$ cat src/rtl/ap_ctrl_init_pkg.sv
// ---------------------------------------------------------------------------
// ap_ctrl_init_pkg
//   Shared types and default widths for the ap_ctrl_hs / ap_ctrl_chain
//   initiator (ap_ctrl_initiator) and its timestamp FIFO (ap_ctrl_ts_fifo).
//   No ports; imported with "import ap_ctrl_init_pkg::*".
// ---------------------------------------------------------------------------
package ap_ctrl_init_pkg;

  // Default widths / depth used as parameter defaults by the top.
  localparam int CNT_W_DEF = 16;
  localparam int TS_W_DEF  = 32;
  localparam int DEPTH_DEF = 4;

  // Batch controller states.
  typedef enum logic {
    IDLE = 1'b0,
    RUN  = 1'b1
  } state_t;

  // Timestamp / latency type at the default width.
  typedef logic [TS_W_DEF-1:0] ts_t;

endpackage : ap_ctrl_init_pkg

$ cat src/rtl/ap_ctrl_ts_fifo.sv
// ---------------------------------------------------------------------------
// ap_ctrl_ts_fifo
//   DEPTH x TS_W FIFO holding the cycle-counter value captured at each
//   accepted ap_start. Push and pop may occur in the same cycle. Occupancy
//   is tracked by the owner (its outstanding counter), so no full/empty
//   flags are produced; the owner never pushes when full or pops when empty.
//
//   Ports:
//     clk        in   clock, rising edge
//     rst_n      in   synchronous active-low reset (pointers only)
//     push       in   write push_data at the tail
//     push_data  in   TS_W timestamp to store
//     pop        in   advance the head
//     pop_data   out  TS_W timestamp at the head (valid while non-empty)
// ---------------------------------------------------------------------------
module ap_ctrl_ts_fifo
  import ap_ctrl_init_pkg::*;
#(
  parameter int DEPTH = DEPTH_DEF,
  parameter int TS_W  = TS_W_DEF
) (
  input  logic            clk,
  input  logic            rst_n,
  input  logic            push,
  input  logic [TS_W-1:0] push_data,
  input  logic            pop,
  output logic [TS_W-1:0] pop_data
);

  localparam int AW = $clog2(DEPTH);

  logic [TS_W-1:0] mem [DEPTH];
  logic [AW-1:0]   wr_ptr;
  logic [AW-1:0]   rd_ptr;

  // DEPTH is a power of two, so the pointers wrap by natural overflow.
  always_ff @(posedge clk) begin
    if (!rst_n) begin
      wr_ptr <= '0;
      rd_ptr <= '0;
    end else begin
      if (push) wr_ptr <= wr_ptr + AW'(1);
      if (pop)  rd_ptr <= rd_ptr + AW'(1);
    end
  end

  // Storage carries no reset; stale entries are never read.
  always_ff @(posedge clk) begin
    if (push) mem[wr_ptr] <= push_data;
  end

  assign pop_data = mem[rd_ptr];

endmodule : ap_ctrl_ts_fifo

$ cat src/rtl/ap_ctrl_initiator.sv
// ---------------------------------------------------------------------------
// ap_ctrl_initiator
//   Initiator side of the ap_ctrl_hs / ap_ctrl_chain block-level handshake.
//   Accepts a batch request, issues ap_start for req_count invocations with
//   up to DEPTH in flight, consumes each ap_done and returns one response
//   per invocation carrying its start-to-done latency in cycles.
//
//   Optional feature macro: AP_CTRL_INIT_LAT_EN
//     defined   -> free-running cycle counter and timestamp FIFO are built,
//                  rsp_latency = cycles from start acceptance to done.
//     undefined -> counter and FIFO omitted, rsp_latency tied to 0.
//
//   Ports:
//     ap_clk        in   clock, rising edge
//     ap_rst_n      in   synchronous active-low reset
//     req_valid     in   batch request valid
//     req_ready     out  high only while IDLE
//     req_count     in   CNT_W invocations in the batch
//     ap_start      out  kernel start (register-decoded)
//     ap_ready      in   kernel accepted the start
//     ap_done       in   kernel completed one invocation
//     ap_continue   out  completion consumed (combinational from rsp_ready)
//     rsp_valid     out  response valid
//     rsp_ready     in   response sink ready
//     rsp_latency   out  TS_W latency of the invocation
//     rsp_index     out  CNT_W invocation number within the batch
//     batch_done    out  one-cycle pulse when the batch completes
//     err_spurious  out  sticky: ap_done seen with nothing outstanding
// ---------------------------------------------------------------------------
module ap_ctrl_initiator
  import ap_ctrl_init_pkg::*;
#(
  parameter int CNT_W = CNT_W_DEF,
  parameter int TS_W  = TS_W_DEF,
  parameter int DEPTH = DEPTH_DEF
) (
  input  logic             ap_clk,
  input  logic             ap_rst_n,
  input  logic             req_valid,
  output logic             req_ready,
  input  logic [CNT_W-1:0] req_count,
  output logic             ap_start,
  input  logic             ap_ready,
  input  logic             ap_done,
  output logic             ap_continue,
  output logic             rsp_valid,
  input  logic             rsp_ready,
  output logic [TS_W-1:0]  rsp_latency,
  output logic [CNT_W-1:0] rsp_index,
  output logic             batch_done,
  output logic             err_spurious
);

  // Outstanding counter must hold the value DEPTH itself.
  localparam int OW = $clog2(DEPTH) + 1;

  state_t           state_q,       state_d;
  logic [CNT_W-1:0] starts_left_q, starts_left_d;
  logic [OW-1:0]    outstanding_q, outstanding_d;
  logic [CNT_W-1:0] done_cnt_q,    done_cnt_d;
  logic             rsp_valid_q,   rsp_valid_d;
  logic [TS_W-1:0]  rsp_latency_q, rsp_latency_d;
  logic [CNT_W-1:0] rsp_index_q,   rsp_index_d;
  logic             batch_done_q,  batch_done_d;
  logic             err_q,         err_d;

  logic             start_acc;
  logic             cpl;
  logic             spur;
  logic [TS_W-1:0]  lat_val;

  // ap_start depends only on registers so the kernel never sees a
  // combinational path from our inputs to its start.
  assign ap_start    = (state_q == RUN) && (starts_left_q != '0) &&
                       (outstanding_q < OW'(DEPTH));
  // A done is consumed only when the response register can take it.
  assign ap_continue = !rsp_valid_q || rsp_ready;

  assign start_acc   = ap_start && ap_ready;
  assign cpl         = ap_done && ap_continue && (outstanding_q != '0);
  // A done with nothing in flight is an error, even if a start is being
  // accepted in the same cycle (that invocation cannot have finished yet).
  assign spur        = ap_done && (outstanding_q == '0);

`ifdef AP_CTRL_INIT_LAT_EN
  logic [TS_W-1:0] cyc_q;
  logic [TS_W-1:0] ts_pop;

  always_ff @(posedge ap_clk) begin
    if (!ap_rst_n) cyc_q <= '0;
    else           cyc_q <= cyc_q + TS_W'(1);
  end

  ap_ctrl_ts_fifo #(
    .DEPTH (DEPTH),
    .TS_W  (TS_W)
  ) u_ts_fifo (
    .clk       (ap_clk),
    .rst_n     (ap_rst_n),
    .push      (start_acc),
    .push_data (cyc_q),
    .pop       (cpl),
    .pop_data  (ts_pop)
  );

  // Modular subtraction keeps the result correct across counter wrap.
  assign lat_val = cyc_q - ts_pop;
`else
  assign lat_val = '0;
`endif

  always_comb begin
    state_d       = state_q;
    starts_left_d = starts_left_q;
    outstanding_d = outstanding_q;
    done_cnt_d    = done_cnt_q;
    rsp_valid_d   = rsp_valid_q;
    rsp_latency_d = rsp_latency_q;
    rsp_index_d   = rsp_index_q;
    batch_done_d  = 1'b0;
    err_d         = err_q;

    unique case (state_q)
      IDLE: begin
        if (req_valid) begin
          if (req_count == '0) begin
            // Empty batch: acknowledge immediately without running.
            batch_done_d = 1'b1;
          end else begin
            starts_left_d = req_count;
            done_cnt_d    = '0;
            err_d         = 1'b0;
            state_d       = RUN;
          end
        end
      end
      RUN: begin
        if (start_acc) starts_left_d = starts_left_q - CNT_W'(1);
        unique case ({start_acc, cpl})
          2'b10:   outstanding_d = outstanding_q + OW'(1);
          2'b01:   outstanding_d = outstanding_q - OW'(1);
          default: outstanding_d = outstanding_q;
        endcase
        // End of batch is judged on the updated counts; the final response
        // may still be waiting in the response register.
        if ((starts_left_d == '0) && (outstanding_d == '0)) begin
          batch_done_d = 1'b1;
          state_d      = IDLE;
        end
      end
      default: state_d = IDLE;
    endcase

    // Completions only occur in RUN (outstanding is zero in IDLE).
    if (cpl) begin
      rsp_valid_d   = 1'b1;
      rsp_latency_d = lat_val;
      rsp_index_d   = done_cnt_q;
      done_cnt_d    = done_cnt_q + CNT_W'(1);
    end else if (rsp_valid_q && rsp_ready) begin
      rsp_valid_d   = 1'b0;
    end

    if (spur) err_d = 1'b1;
  end

  always_ff @(posedge ap_clk) begin
    if (!ap_rst_n) begin
      state_q       <= IDLE;
      starts_left_q <= '0;
      outstanding_q <= '0;
      done_cnt_q    <= '0;
      rsp_valid_q   <= 1'b0;
      rsp_latency_q <= '0;
      rsp_index_q   <= '0;
      batch_done_q  <= 1'b0;
      err_q         <= 1'b0;
    end else begin
      state_q       <= state_d;
      starts_left_q <= starts_left_d;
      outstanding_q <= outstanding_d;
      done_cnt_q    <= done_cnt_d;
      rsp_valid_q   <= rsp_valid_d;
      rsp_latency_q <= rsp_latency_d;
      rsp_index_q   <= rsp_index_d;
      batch_done_q  <= batch_done_d;
      err_q         <= err_d;
    end
  end

  assign req_ready    = (state_q == IDLE);
  assign rsp_valid    = rsp_valid_q;
  assign rsp_latency  = rsp_latency_q;
  assign rsp_index    = rsp_index_q;
  assign batch_done   = batch_done_q;
  assign err_spurious = err_q;

endmodule : ap_ctrl_initiator

$ cat config.mk
export PLATFORM = sky130hd
export DESIGN_NAME = ap_ctrl_initiator
export DESIGN_NICKNAME = d
export VERILOG_FILES = /design/src/rtl/ap_ctrl_init_pkg.sv /design/src/rtl/ap_ctrl_ts_fifo.sv /design/src/rtl/ap_ctrl_initiator.sv
export SDC_FILE = /design/constraint.sdc
export NUM_CORES = 1
export LEC_CHECK = 0
export BUFFER_PORTS_ARGS = -buffer_cell sky130_fd_sc_hd__buf_2
export CORE_UTILIZATION = 34
export DETAILED_ROUTE_END_ITERATION = 12
export MAX_ROUTING_LAYER = met4
export PLACE_DENSITY = 0.66
export SLEW_MARGIN = 40
export SYNTH_ARGS = -nofsm -noshare
export SYNTH_HDL_FRONTEND = slang
export SYNTH_SLANG_ARGS = --single-unit
$ cat constraint.sdc
create_clock -name ap_clk -period 6 [get_ports ap_clk]
set_input_delay 0.9 -clock ap_clk [delete_from_list [all_inputs] [get_ports ap_clk]]
set_output_delay 0.9 -clock ap_clk [all_outputs]
set_load 0.005 [all_outputs]
# [Yosys cells after proc, flatten, opt, wreduce, memory -nomap -nowiden]
# Index checks and enable logic that the tools add are counted.
[classes] addsub=4 order_cmp=1 n_eq_ne=8 n_mux=25 bitwise_logic=1 reduce_logical=22
[op_table] cell="2-to-1 mux 16 bit" count=8
[op_table] cell="zero test 16 bit" count=2
[op_table] cell="case mux 16 bit (2 select lines)" count=1
[op_table] cell="adder 16 x 1 -> 16 bit, second input constant" count=1
[op_table] cell="nonzero test 16 bit" count=1
[op_table] cell="subtractor 16 x 1 -> 16 bit, second input constant" count=1
[op_table] cell="2-to-1 mux 1 bit" count=12
[op_table] cell="logical AND 1 bit" count=8
[op_table] cell="!= test 2 bit, second input constant" count=4
[op_table] cell="zero test 3 bit" count=2
[op_table] cell="case mux 3 bit (2 select lines)" count=1
[op_table] cell="AND reduction 3 bit" count=2
[op_table] cell="nonzero test 2 bit" count=3
[op_table] cell="!= test 2 x 1 -> 1 bit, second input constant" count=2
[op_table] cell="case mux 1 bit (2 select lines)" count=2
[op_table] cell="adder 3 x 1 -> 3 bit, second input constant" count=1
[op_table] cell="less-than comparator 3 bit, second input constant" count=1
[op_table] cell="2-to-1 mux 3 bit" count=1
[op_table] cell="nonzero test 3 bit" count=1
[op_table] cell="subtractor 3 x 1 -> 3 bit, second input constant" count=1
[op_table] cell="equality test 2 x 1 -> 1 bit, second input constant" count=1
[op_table] cell="equality test 2 bit, second input constant" count=1
[op_table] cell="AND reduction 2 bit" count=1
[op_table] cell="zero test 1 bit" count=1
[op_table] cell="2 further kinds" count=2
[totals] ff_bits=55 input_bits=22 out_inout_bits=54 elab_cells=69

# [Longest topological paths before layout]
[logic_depth] depth_word=11 ltp_mapped=15

# [Worst setup path after synthesis]
# OpenSTA, ideal clock, no wires.
[synth_timing] path_kind="input-to-reg" start="input rsp_ready" end="register batch_done_q (netlist: batch_done)" setup_ns=0.058 t_arrival_ns=3.376 slack_ns=2.565 stages=14 n_path_buf=2 cell_sequence="nand2b_1 -> nand2b_1 -> clkbuf_1 -> clkinv_1 -> clkbuf_1 -> ha_1 -> inv_1 -> fa_1 -> nor3b_1 -> a31oi_1 -> nor4_1 -> nand3_1 -> nor4bb_2 -> o21a_1"
[synth_via] elab_chain_len=10 word_cells_on_any_way=11 cone_classes="2 x eq/ne; 4 x mux; 5 x reduce/logical"
[synth_lines] element="start, declared" line="ap_ctrl_initiator.sv:47" rtl="input logic rsp_ready,"
[synth_lines] element="logical OR 1 bit *" line="ap_ctrl_initiator.sv:77" rtl="assign ap_continue = !rsp_valid_q || rsp_ready;"
[synth_lines] element="logical AND 1 bit * (2 in series)" line="ap_ctrl_initiator.sv:80" rtl="assign cpl = ap_done && ap_continue && (outstanding_q != '0);"
[synth_lines] element="named net cpl" line="ap_ctrl_initiator.sv:68" rtl="logic cpl;"
[synth_lines] element="equality test 2 x 1 -> 1 bit / equality test 2 bit (equally long branches)" line="ap_ctrl_initiator.sv:139" rtl="unique case ({start_acc, cpl})"
[synth_lines] element="case mux 3 bit (2 select lines) *" line="ap_ctrl_initiator.sv:139"
[synth_lines] element="2-to-1 mux 3 bit *" line="ap_ctrl_initiator.sv:123" rtl="unique case (state_q)"
[synth_lines] element="zero test 3 bit *" line="ap_ctrl_initiator.sv:146" rtl="if ((starts_left_d == '0) && (outstanding_d == '0)) begin"
[synth_lines] element="logical AND 1 bit *" line="ap_ctrl_initiator.sv:146"
[synth_lines] element="2-to-1 mux 1 bit *" line="ap_ctrl_initiator.sv:146"
[synth_lines] element="case mux 1 bit (2 select lines) *" line="ap_ctrl_initiator.sv:123"
[synth_lines] element="end signal, assigned" line="ap_ctrl_initiator.sv:186" rtl="batch_done_q <= batch_done_d;"
[synth_lines] element="end, declared" line="ap_ctrl_initiator.sv:64" rtl="logic batch_done_q, batch_done_d;"
# The timed path passes the listed nets; every way through them passes the cells marked *. The select of a mux whose other input is x is not followed.
# A chain may end at the register's enable or synchronous reset.

# [Worst setup path in the final report]
[layout_timing] start="input ap_done" end="register batch_done_q (netlist: batch_done)"
[layout_via] elab_chain_len=9 word_cells_on_any_way=10 cone_classes="2 x eq/ne; 4 x mux; 4 x reduce/logical"
[layout_lines] element="start, declared" line="ap_ctrl_initiator.sv:44" rtl="input logic ap_done,"
[layout_lines] element="logical AND 1 bit * (2 in series)" line="ap_ctrl_initiator.sv:80"
[layout_lines] element="equality test 2 x 1 -> 1 bit / equality test 2 bit (equally long branches)" line="ap_ctrl_initiator.sv:139"
[layout_lines] element="case mux 3 bit (2 select lines) *" line="ap_ctrl_initiator.sv:139"
[layout_lines] element="2-to-1 mux 3 bit *" line="ap_ctrl_initiator.sv:123"
[layout_lines] element="zero test 3 bit *" line="ap_ctrl_initiator.sv:146"
[layout_lines] element="logical AND 1 bit *" line="ap_ctrl_initiator.sv:146"
[layout_lines] element="2-to-1 mux 1 bit *" line="ap_ctrl_initiator.sv:146"
[layout_lines] element="case mux 1 bit (2 select lines) *" line="ap_ctrl_initiator.sv:123"
# Every way passes the cells marked *; elsewhere a longest branch is shown, timed or not. The select of a mux whose other input is x is not followed.

==> flow_summary.ini <==
[logic_synthesis]
synth_most_common_cell = nand2_1
yosysWarnings = 0
synth-seq-cells = 55
synth.cell_area_um2 = 3340
synth_area_leaders = dfxtp_1, nand2_1, buf_4, a21boi_0, xnor2_1
yosys.area.top_type = dfxtp_1
yosysTopAreaCellShare_pct = 33.0
async_flop_share_pct = 0
syn_inst = 414
synthFlopType = dfxtp_1
avgSynthCellArea_um2 = 8.06
ys_seq_area_share_pct = 33.0
synthTopCellsByCount = nand2_1, dfxtp_1, buf_4
ys_types = 59
synth-edff-count = 0

[sta]
fin_ws_ps = 2320
fmax_ghz = 0.272
hold_viol = 0
finalClockSkew_ps = 9.90
grt_setup_unrepaired = false
relSlewSlack_pct = 53.6
finalCritPeriodShare_pct = 61.3
layout_min_cycle_time_ps = 3680
final_max_slew_viol_count = 0
tightest_slew_ps = 691
setup_tns_ps = 0
setup_viol = 0

[worst_setup_path]
endpoint = batch_done$_SDFF_PN0_
cp.required_ps = 6270
r2r_start = outstanding_q[2]$_SDFFE_PN0P_
crit_chain = buf_2 -> o31ai_1 -> nand2b_1 -> buf_4 -> clkinv_1 -> ha_1 -> inv_1 -> fa_1 -> xor2_1 -> nor2_1 -> xnor2_1 -> nand3_1 -> nor4bb_2 -> o21a_1
crit_buf_inv = 4
startpoint = ap_done
crit_type = input port to flop
cp_top_family = buffers and inverters
end_kind = flop
cp-start-kind = input port
regToRegSetupSlack_ps = 2370
crit_arrival_ps = 3950
cp.depth = 14
cp_slowest_cell = clkinv_1
cp_slowest_stage_delay_ps = 620
reg2reg_to = batch_done$_SDFF_PN0_
timing.critical_path.fanout_max = 28
reg2reg_depth = 13

[route]
vias_per_cell = 4.94
antenna_left = 0
drcViolationCount = 0
first_pass_iters = 5
routed_wl_um = 7160
dr.first_iter.drc_count = 118
wire_per_inst_um = 12.5
num_vias = 2818

[global_route]
grt-ovfl-total = 0
track_usage_pct = 15.0
grt_pass1_vias = 2471
grt_max_degree = 56
grt_pass1_wl_um = 11800
antenna_found_initial = 0

[clock_tree]
cts-resized-gates = 0
clock_sinks = 55
numCtsBuffers = 5
clk_latency_ps = 320
ctsLongestPathBuffers = 2
clk_pin_slew_worst_paths_ps = 110
cts_root_buf = clkbuf_8
cts-hold-fix-buffers = 0
cts-htree-levels = 2
post-cts-setup-buffers = 0
cts_tree = yes

[finish]
drive_above_1_share_pct = 15.2
utilization_pct = 38.4
nets = 468
synthToLayoutAreaGrowth_pct = 7.84
antenna_cells = 0

[die]
die_w_um = 101
core_um2 = 9370
rows = 35
dieArea_um2 = 10200
io_pins = 76
initial_core_util_pct = 35.6
die_h_um = 101

[placed_design]
gp_congestion = 0.907
dp_slack_ps = 1940
io_buffers = 43
place_hpwl_um = 5180

[run]
maxCapViolCount = 0

[hold_path]
hp-class = flop to flop

[run_status]
outcome = finished clean

[power_and_ir_drop]
peakVddDrop_mv = 0.105
power.density_nw_per_um2 = 216
leakagePower_nw = 1.49
-- worst register-to-register path: cells and delay by family, from the launching register on --
family | cells | cell delay [ps]
compound gates | 2 | 510
xor+xnor | 2 | 320
fa+ha+maj | 2 | 700
buf+inv | 3 | 970
flops | 1 | 400
simple gates | 4 | 680
-- placed cells by master, fill, tap and decap left out, types with 5 or more instances in the layout --
master / synthesis / final
a21boi_0: 18 / 18
o21ai_0: 15 / 15
dfxtp_1: 55 / 55
and3_1: 8 / 8
a21oi_1: 10 / 10
a222oi_1: 6 / 6
mux2i_1: 9 / 9
nand3_1: 15 / 15
xnor2_1: 11 / 11
o211a_1: 6 / 6
and2_1: 12 / 12
nor2b_1: 9 / 9
nand2_1: 65 / 65
a31oi_1: 5 / 5
clkbuf_8: 0 / 5
nor4_1: 7 / 7
conb_1: 1 / 32
inv_1: 10 / 10
xor2_1: 6 / 6
buf_2: 3 / 42
nor2_1: 24 / 24
or3_1: 5 / 5
nor3b_1: 6 / 6
-- layout make-up --
type / instances / area [µm²]
Multi-Input combinational cell: 324 / 1970
Inverter: 11 / 41.3
Fill cell: 1022 / 5770
Timing Repair Buffer: 44 / 225
Clock buffer: 5 / 68.8
Clock inverter: 3 / 27.5
Sequential cell: 55 / 1100
Tap cell: 129 / 161
-- sequential cells by signal, indices dropped and copies added (netlist names) --
register / flops
done_cnt_q: 16
rsp_valid: 1
rsp_index: 16
state_q: 1
err_spurious: 1
batch_done: 1
outstanding_q: 3
starts_left_q: 16
-- per-stage QoR --
step | cell area [µm²] | hold WS [ps] | cells | total power, W
2_1_floorplan | 3450 | 450 | 445 | 0.000534
3_3_place_gp | 3500 | 452 | 563 | 0.000553
3_5_place_dp | 3500 | 457 | 563 | 0.000556
4_1_cts | 3590 | 473 | 571 | 0.000782
5_1_grt | 3600 | 495 | 571 | 0.000822
6_report | 3600 | 466 | 571 | 0.000776
-- per-layer routing --
metal  vias to the layer above  wire length [µm]  track usage, %
met4                         0                71            3.90
met2                        76              3370            23.7
li1                       1426                 -               -
met3                         8               339            2.57
met1                      1308              3380            19.6
met5                         -                 0               -
-- kinds of logic after synthesis --
| logic type | share of synthesized area [%] |
|---|---|
| flip-flops | 33.0 |
| XOR/XNOR | 4.46 |
| AND/OR/NAND/NOR | 27.9 |
| adder cells (fa/ha/maj) | 2.10 |
| buffers and inverters | 11.4 |
| AO/OA/AOI/OAI | 17.0 |
| other | 0.112 |
| multiplexers | 4.05 |
-- worst min-delay path by stage --
| stage | startpoint | to | slack, ps | depth (start not counted) |
|---|---|---|---|---|
| after floorplan | done_cnt_q[9]$_SDFFE_PN0P_ | done_cnt_q[9]$_SDFFE_PN0P_ | 450 | 1 |
| after global placement | rsp_index[6]$_SDFFE_PN0P_ | rsp_index[6]$_SDFFE_PN0P_ | 450 | 2 |
| after detailed placement | rsp_index[7]$_SDFFE_PN0P_ | rsp_index[7]$_SDFFE_PN0P_ | 460 | 2 |
| after CTS | rsp_index[7]$_SDFFE_PN0P_ | rsp_index[7]$_SDFFE_PN0P_ | 470 | 2 |
| after global routing | rsp_index[7]$_SDFFE_PN0P_ | rsp_index[7]$_SDFFE_PN0P_ | 490 | 2 |
| final | rsp_index[7]$_SDFFE_PN0P_ | rsp_index[7]$_SDFFE_PN0P_ | 470 | 2 |
-- power by group --
part           leakage [nW]  internal (W)  switching [W]
clock                0.0467     0.0000870       0.000141
combinational         0.996     0.0000645      0.0000867
sequential            0.447      0.000377      0.0000196
total                  1.49      0.000529       0.000247
No activity file was read; power rests on OpenSTA's default activity.
